$ cat src/rtl/round_sequencer.sv
// Round sequencer for a show-target / enter-key guessing game.
// Latency: keyValid is asserted one cycle after the accepted key, or after TIMEOUT_CYC cycles of waiting.
// Backpressure: none; keys outside WAIT_KEY and codes above 9 are dropped.
// Ports:
//   clk, reset (async, active-low)     : clock and reset
//   start                              : level request for a new game, honoured in IDLE/DONE only
//   key_pressed, key_code[3:0]         : keypad strobe and value
//   motorValue[3:0]                    : current round target (0..9)
//   inValue[3:0], keyValid             : player answer and its one-cycle qualifier (F = timeout)
//   score_clr                          : one-cycle score clear at game start
//   show_en, busy, done                : target visible / game running / game over
//   round_cnt[3:0]                     : rounds completed in this game
module round_sequencer #(
  parameter int SHOW_CYC    = 100_000_000,
  parameter int TIMEOUT_CYC = 500_000_000,
  parameter int ROUNDS      = 9
) (
  input  logic       clk,
  input  logic       reset,
  input  logic       start,
  input  logic       key_pressed,
  input  logic [3:0] key_code,
  output logic [3:0] motorValue,
  output logic [3:0] inValue,
  output logic       keyValid,
  output logic       score_clr,
  output logic       show_en,
  output logic       busy,
  output logic       done,
  output logic [3:0] round_cnt
);

  localparam int SHOW_W = (SHOW_CYC > 1) ? $clog2(SHOW_CYC) : 1;
  localparam int TO_W   = (TIMEOUT_CYC > 1) ? $clog2(TIMEOUT_CYC) : 1;
  localparam logic [SHOW_W-1:0] SHOW_LAST = SHOW_W'(SHOW_CYC - 1);
  localparam logic [TO_W-1:0]   TO_LAST   = TO_W'(TIMEOUT_CYC - 1);
  localparam logic [3:0]        ROUNDS_L  = 4'(ROUNDS);

  typedef enum logic [2:0] {IDLE, SHOW, WAIT_KEY, JUDGE, DONE} state_t;

  state_t            state;
  logic [3:0]        lfsr;
  logic [SHOW_W-1:0] show_cnt;
  logic [TO_W-1:0]   to_cnt;

  function automatic logic [3:0] lfsr_next(input logic [3:0] q);
    return {q[2:0], q[3] ^ q[2]};
  endfunction

  // Fold LFSR values 10..15 onto 4..9 so the target is always a keypad digit.
  function automatic logic [3:0] to_digit(input logic [3:0] v);
    return (v <= 4'd9) ? v : v - 4'd6;
  endfunction

  logic [3:0] lfsr_adv;
  logic       key_ok;

  assign lfsr_adv = lfsr_next(lfsr);
  assign key_ok   = key_pressed && (key_code <= 4'd9);

  always_ff @(posedge clk or negedge reset) begin
    if (!reset) begin
      state      <= IDLE;
      lfsr       <= 4'b0001;
      motorValue <= 4'd0;
      inValue    <= 4'd0;
      round_cnt  <= 4'd0;
      keyValid   <= 1'b0;
      score_clr  <= 1'b0;
      show_en    <= 1'b0;
      busy       <= 1'b0;
      done       <= 1'b0;
      show_cnt   <= '0;
      to_cnt     <= '0;
    end else begin
      // Pulse outputs default low; only the transitions below raise them for one cycle.
      keyValid  <= 1'b0;
      score_clr <= 1'b0;
      case (state)
        IDLE, DONE: begin
          if (start) begin
            state      <= SHOW;
            score_clr  <= 1'b1;
            round_cnt  <= 4'd0;
            lfsr       <= lfsr_adv;
            motorValue <= to_digit(lfsr_adv);
            show_cnt   <= '0;
            to_cnt     <= '0;
            show_en    <= 1'b1;
            busy       <= 1'b1;
            done       <= 1'b0;
          end
        end
        SHOW: begin
          if (show_cnt == SHOW_LAST) begin
            state    <= WAIT_KEY;
            show_en  <= 1'b0;
            show_cnt <= '0;
            to_cnt   <= '0;
          end else begin
            show_cnt <= show_cnt + 1'b1;
          end
        end
        WAIT_KEY: begin
          // A valid key on the final timeout cycle still wins over the timeout.
          if (key_ok || (to_cnt == TO_LAST)) begin
            state     <= JUDGE;
            inValue   <= key_ok ? key_code : 4'hF;
            keyValid  <= 1'b1;
            round_cnt <= round_cnt + 4'd1;
            to_cnt    <= '0;
            show_cnt  <= '0;
          end else begin
            to_cnt <= to_cnt + 1'b1;
          end
        end
        JUDGE: begin
          show_cnt <= '0;
          to_cnt   <= '0;
          if (round_cnt == ROUNDS_L) begin
            state <= DONE;
            busy  <= 1'b0;
            done  <= 1'b1;
          end else begin
            state      <= SHOW;
            lfsr       <= lfsr_adv;
            motorValue <= to_digit(lfsr_adv);
            show_en    <= 1'b1;
          end
        end
        default: begin
          state   <= IDLE;
          show_en <= 1'b0;
          busy    <= 1'b0;
          done    <= 1'b0;
        end
      endcase
    end
  end

endmodule

$ cat config.mk
export PLATFORM = sky130hd
export DESIGN_NAME = round_sequencer
export DESIGN_NICKNAME = d
export VERILOG_FILES = /design/src/rtl/round_sequencer.sv
export SDC_FILE = /design/constraint.sdc
export NUM_CORES = 1
export LEC_CHECK = 0
export CAP_MARGIN = 30
export CORE_ASPECT_RATIO = 0.5
export CORE_UTILIZATION = 40
export DETAILED_ROUTE_END_ITERATION = 7
export SYNTH_ARGS = -nofsm -noshare
export SYNTH_HDL_FRONTEND = slang
export SYNTH_SLANG_ARGS = --single-unit
export TNS_END_PERCENT = 5
$ cat constraint.sdc
create_clock -name clk -period 3 [get_ports clk]
set_input_delay 0.3 -clock clk [delete_from_list [all_inputs] [get_ports clk]]
set_output_delay 0.3 -clock clk [all_outputs]
set_load 0.05 [all_outputs]
==> out/results.txt <==
For this design the top-level I/O count stands at 25. After filler insertion, the fill cell instance count of the layout stands at 948. The first detailed-routing pass took 5 iterations.

Sum of overflow across all layers after global routing: 0. Dividing the detail-routed via count by the number of cells gives 5.80. For this run, the number of standard cells in the final layout without fillers is 656. Clock tree synthesis selected as its root buffer the cell sky130_fd_sc_hd__clkbuf_16. 0 antenna diodes ended up in the layout. For this run, design rule violations remaining after detail routing come to 0. Proportion of layout cells with a drive suffix above 1: 0.0891. For this design the static power due to leakage is 0.00223 uW. The most used flip-flop cell after synthesis is sky130_fd_sc_hd__dfrtp_1.

The worst setup path is of the register to register kind. The site row count is 26. The tools report the layout net count as 524.

The wire-length estimate of the detail-placed layout is 6790 um. The clock period minus final worst setup slack is 2.45 ns, and the deepest clock path buffer count is 2. Post-CTS setup repair buffer count: 0.

Max-slew headroom at the worst pin: 0.525. The clock buffer count from CTS came out at 9. The wire length of the first global-routing pass is 18100 um, and the power density of the placed cells is 465 nW/um2. Setup repair after global routing left no endpoint under its margin. The number of sinks driven by the clock tree is 80. For the H-tree level count, the log shows 3.

The tightest min-delay check is of the input port to async pin type. The type of origin of the critical path is a register. STA puts the critical path data arrival time at 2.68 ns. The later pin in the worst-skew pair is clocked with a latency of 0.34 ns. The net count after synthesis is 497, and the width of the die is 151 um. During synthesis, Yosys emitted a total of 0 warnings.

The detailed-route wire length is 10400 um, and the per-instance average area after synthesis is 9.17 um2. In this run the cell area of the synthesized design comes to 4440 um2. The peak clock frequency supported by timing is 408 MHz.

The share of synthesized flip-flops with an asynchronous set or reset was 1.00; the weighted congestion reported at the end of routability-driven placement was 0.814. Along the worst path, the maximum fanout reaches 32. For the worst flop-to-flop path, the logic depth is 7. The initial standard-cell utilization of the core is 0.423, and the clock-pin slew on the worst setup and hold paths is 0.06 ns. The number of buffers inserted by port buffering came out at 24. Setup violations remaining at the end of the flow were counted as 0. The detailed router's first-iteration violation count came out at 229. In the final routed layout, each cell accounts on average for 15.8 um. The die footprint is 11600 um2, and the final antenna-violating net count is 0. After synthesis, the netlist uses 59 different library cells. The worst register-to-register path has a setup slack of 0.55 ns. The logs give 0 for the number of hold violations in the final report and 3.23 ns for the required time of the critical path.

The tool flagged a number of max-cap violations equal to 0. Yosys mapped a number of flops with a built-in enable equal to 0. Across the whole layout, storage elements account for 2000 um2. The tools report the worst clock skew as 0.00803 ns.

TritonCTS built the clock tree. The tools report the sequential area share after synthesis as 0.451. Including well taps, the total number of placed cells is 639.

The endpoint type of the worst setup path is a register. Area occupied by multi-input gates: 2300 um2. Summing over every cut layer, the via total after detailed routing is 3805.

The overall track demand over capacity in global routing came out at 0.199. The count of final max-slew check failures was 0. Across the VDD grid, the largest voltage drop is 0.357 mV. In this run the standard cell core region covers 10500 um2. The area growth from synthesis to layout is 18.8%.

The tools report the maximum number of pins on one net before global-route repair as 52. After synthesis the netlist holds a flip-flop and latch count of 80. The logs give 0 ns for the setup TNS and 3591 for the number of global-route vias before repair. The part of the cycle the worst path needs came out at 0.817. In the synthesized netlist, the number of instances is 484.

The run finished with clean final reports. The floorplan step set the die height to 76.5 um. The number of antenna violations at the first check in global routing is 0, and the transition at the pin with the smallest max-transition slack is 0.710 ns.
power by group:
group          leakage (uW)  internal, uW  total (uW)  switching [uW]
logic               0.00110          21.0        55.4            34.4
registers          0.000963          1080        1090            8.24
clock network      0.000169           840        1300             463
path summary, 6_finish.rpt:
path,startpoint,end
max in group asynchronous,reset,lfsr[0]
min reg2reg,motorValue[2],motorValue[2]
min,reset,inValue[1]
max,to_cnt[0],to_cnt[24]
max reg2reg,to_cnt[0],to_cnt[24]
min in group clk,motorValue[2],motorValue[2]
metal layers:
metal / vias to the layer above / track usage / routed length (um)
li1: 1900 / - / -
met1: 1842 / 0.288 / 5450
met2: 52 / 0.292 / 4470
met3: 11 / 0.0485 / 320
met4: 0 / 0.0600 / 136
met5: - / 0 / 0
cell families (layout without fill, tap and decap cells):
kind of cell	after synthesis	in the layout	share of synthesized area
buffers and inverters	40	72	0.0363
adder cells (fa/ha/maj)	5	5	0.0141
AND/OR/NAND/NOR	221	221	0.275
multiplexers	8	8	0.0180
AO/OA/AOI/OAI	128	128	0.201
flip-flops	80	80	0.451
XOR/XNOR	2	2	0.00395
flip-flops by register name (all words and copies together), names as in the netlist:
name,cells
motorValue,4
show_cnt,27
to_cnt,29
show_en,1
round_cnt,4
state,3
inValue,4
lfsr,4
score_clr,1
busy,1
keyValid,1
done,1
metrics by stage:
step | hold WS, ns | total power [uW] | utilization | setup WS (ns) | instance area (um2)
after floorplan | 0.00441 | 1130 | - | 0.752 | 4440
after CTS | 0.441 | 2490 | 0.502 | 0.564 | 5270
final | 0.444 | 2450 | 0.502 | 0.548 | 5270
after detailed placement | 0.269 | 1170 | 0.467 | 0.565 | 4910
after global placement | 0.462 | 1160 | 0.465 | 0.594 | 4880
after global routing | 0.491 | 2530 | 0.502 | 0.328 | 5270
synthesized netlist by cell type (3+ instances only):
library cell,instances,share of area
sky130_fd_sc_hd__a211o_1,16,0.032
sky130_fd_sc_hd__and3_1,18,0.025
sky130_fd_sc_hd__inv_1,14,0.012
sky130_fd_sc_hd__ha_1,5,0.014
sky130_fd_sc_hd__nand2b_1,7,0.0099
sky130_fd_sc_hd__clkbuf_1,19,0.016
sky130_fd_sc_hd__or4_1,3,0.0051
sky130_fd_sc_hd__nand3b_1,7,0.012
sky130_fd_sc_hd__nor4_1,7,0.0099
sky130_fd_sc_hd__dfrtp_1,79,0.45
sky130_fd_sc_hd__nor3b_1,8,0.014
sky130_fd_sc_hd__a211oi_1,14,0.024
sky130_fd_sc_hd__nand4_1,19,0.027
sky130_fd_sc_hd__a221o_1,6,0.014
sky130_fd_sc_hd__and2_1,4,0.0056
sky130_fd_sc_hd__o22a_1,3,0.0059
sky130_fd_sc_hd__a22o_1,4,0.0079
sky130_fd_sc_hd__a21oi_1,13,0.015
sky130_fd_sc_hd__mux2i_1,8,0.018
sky130_fd_sc_hd__o21a_1,4,0.0068
sky130_fd_sc_hd__nand2_1,45,0.038
sky130_fd_sc_hd__nor4_2,3,0.0085
sky130_fd_sc_hd__nor3_1,14,0.016
sky130_fd_sc_hd__o21ai_0,26,0.029
sky130_fd_sc_hd__o211ai_1,4,0.0068
sky130_fd_sc_hd__nand3_1,38,0.043
sky130_fd_sc_hd__o21ai_1,12,0.014
sky130_fd_sc_hd__o311ai_1,8,0.016
sky130_fd_sc_hd__a31oi_1,4,0.0056
sky130_fd_sc_hd__nor2_1,31,0.026
sky130_fd_sc_hd__o31ai_1,3,0.0051
sky130_fd_sc_hd__buf_2,3,0.0034
sky130_fd_sc_hd__nand4bb_1,3,0.0076
layout make-up:
cell class                      instances  share of cell area
Sequential cell                        80               0.380
Multi-Input combinational cell        364               0.436
Clock inverter                          6              0.0218
Inverter                               15              0.0107
Tap cell                              140              0.0332
Clock buffer                           10              0.0453
Timing Repair Buffer                   41              0.0735
placed cells by master, fill, tap and decap left out, types with 9 or more instances in the layout:
cell type                         netlist  routed
sky130_fd_sc_hd__clkdlybuf4s50_1        0      23
sky130_fd_sc_hd__a211oi_1              14      14
sky130_fd_sc_hd__a211o_1               16      16
sky130_fd_sc_hd__o21ai_0               26      26
sky130_fd_sc_hd__clkbuf_16              0       9
sky130_fd_sc_hd__nor3_1                14      14
sky130_fd_sc_hd__nand4_1               19      19
sky130_fd_sc_hd__nand2_1               45      45
sky130_fd_sc_hd__and3_1                18      18
sky130_fd_sc_hd__a21oi_1               13      12
sky130_fd_sc_hd__dfrtp_1               79      79
sky130_fd_sc_hd__inv_1                 14      14
sky130_fd_sc_hd__o21ai_1               12      12
sky130_fd_sc_hd__nand3_1               38      38
sky130_fd_sc_hd__buf_4                  0      16
sky130_fd_sc_hd__nor2_1                31      30
repair_timing:
item / in CTS / in global routing
resized for setup: 0 / 0
endpoints found under the hold margin: 29 / 0
hold buffers: 1 / 0
critical path: stages (launching register included):
cell                      delay, ns
sky130_fd_sc_hd__dfrtp_1       0.38
sky130_fd_sc_hd__ha_1          0.24
sky130_fd_sc_hd__nand4_1       0.23
sky130_fd_sc_hd__nor4_1        0.58
sky130_fd_sc_hd__a21oi_4       0.12
sky130_fd_sc_hd__buf_4         0.27
sky130_fd_sc_hd__a211o_1       0.29
sky130_fd_sc_hd__a22o_1        0.22
(Power assumes the default switching activity.)
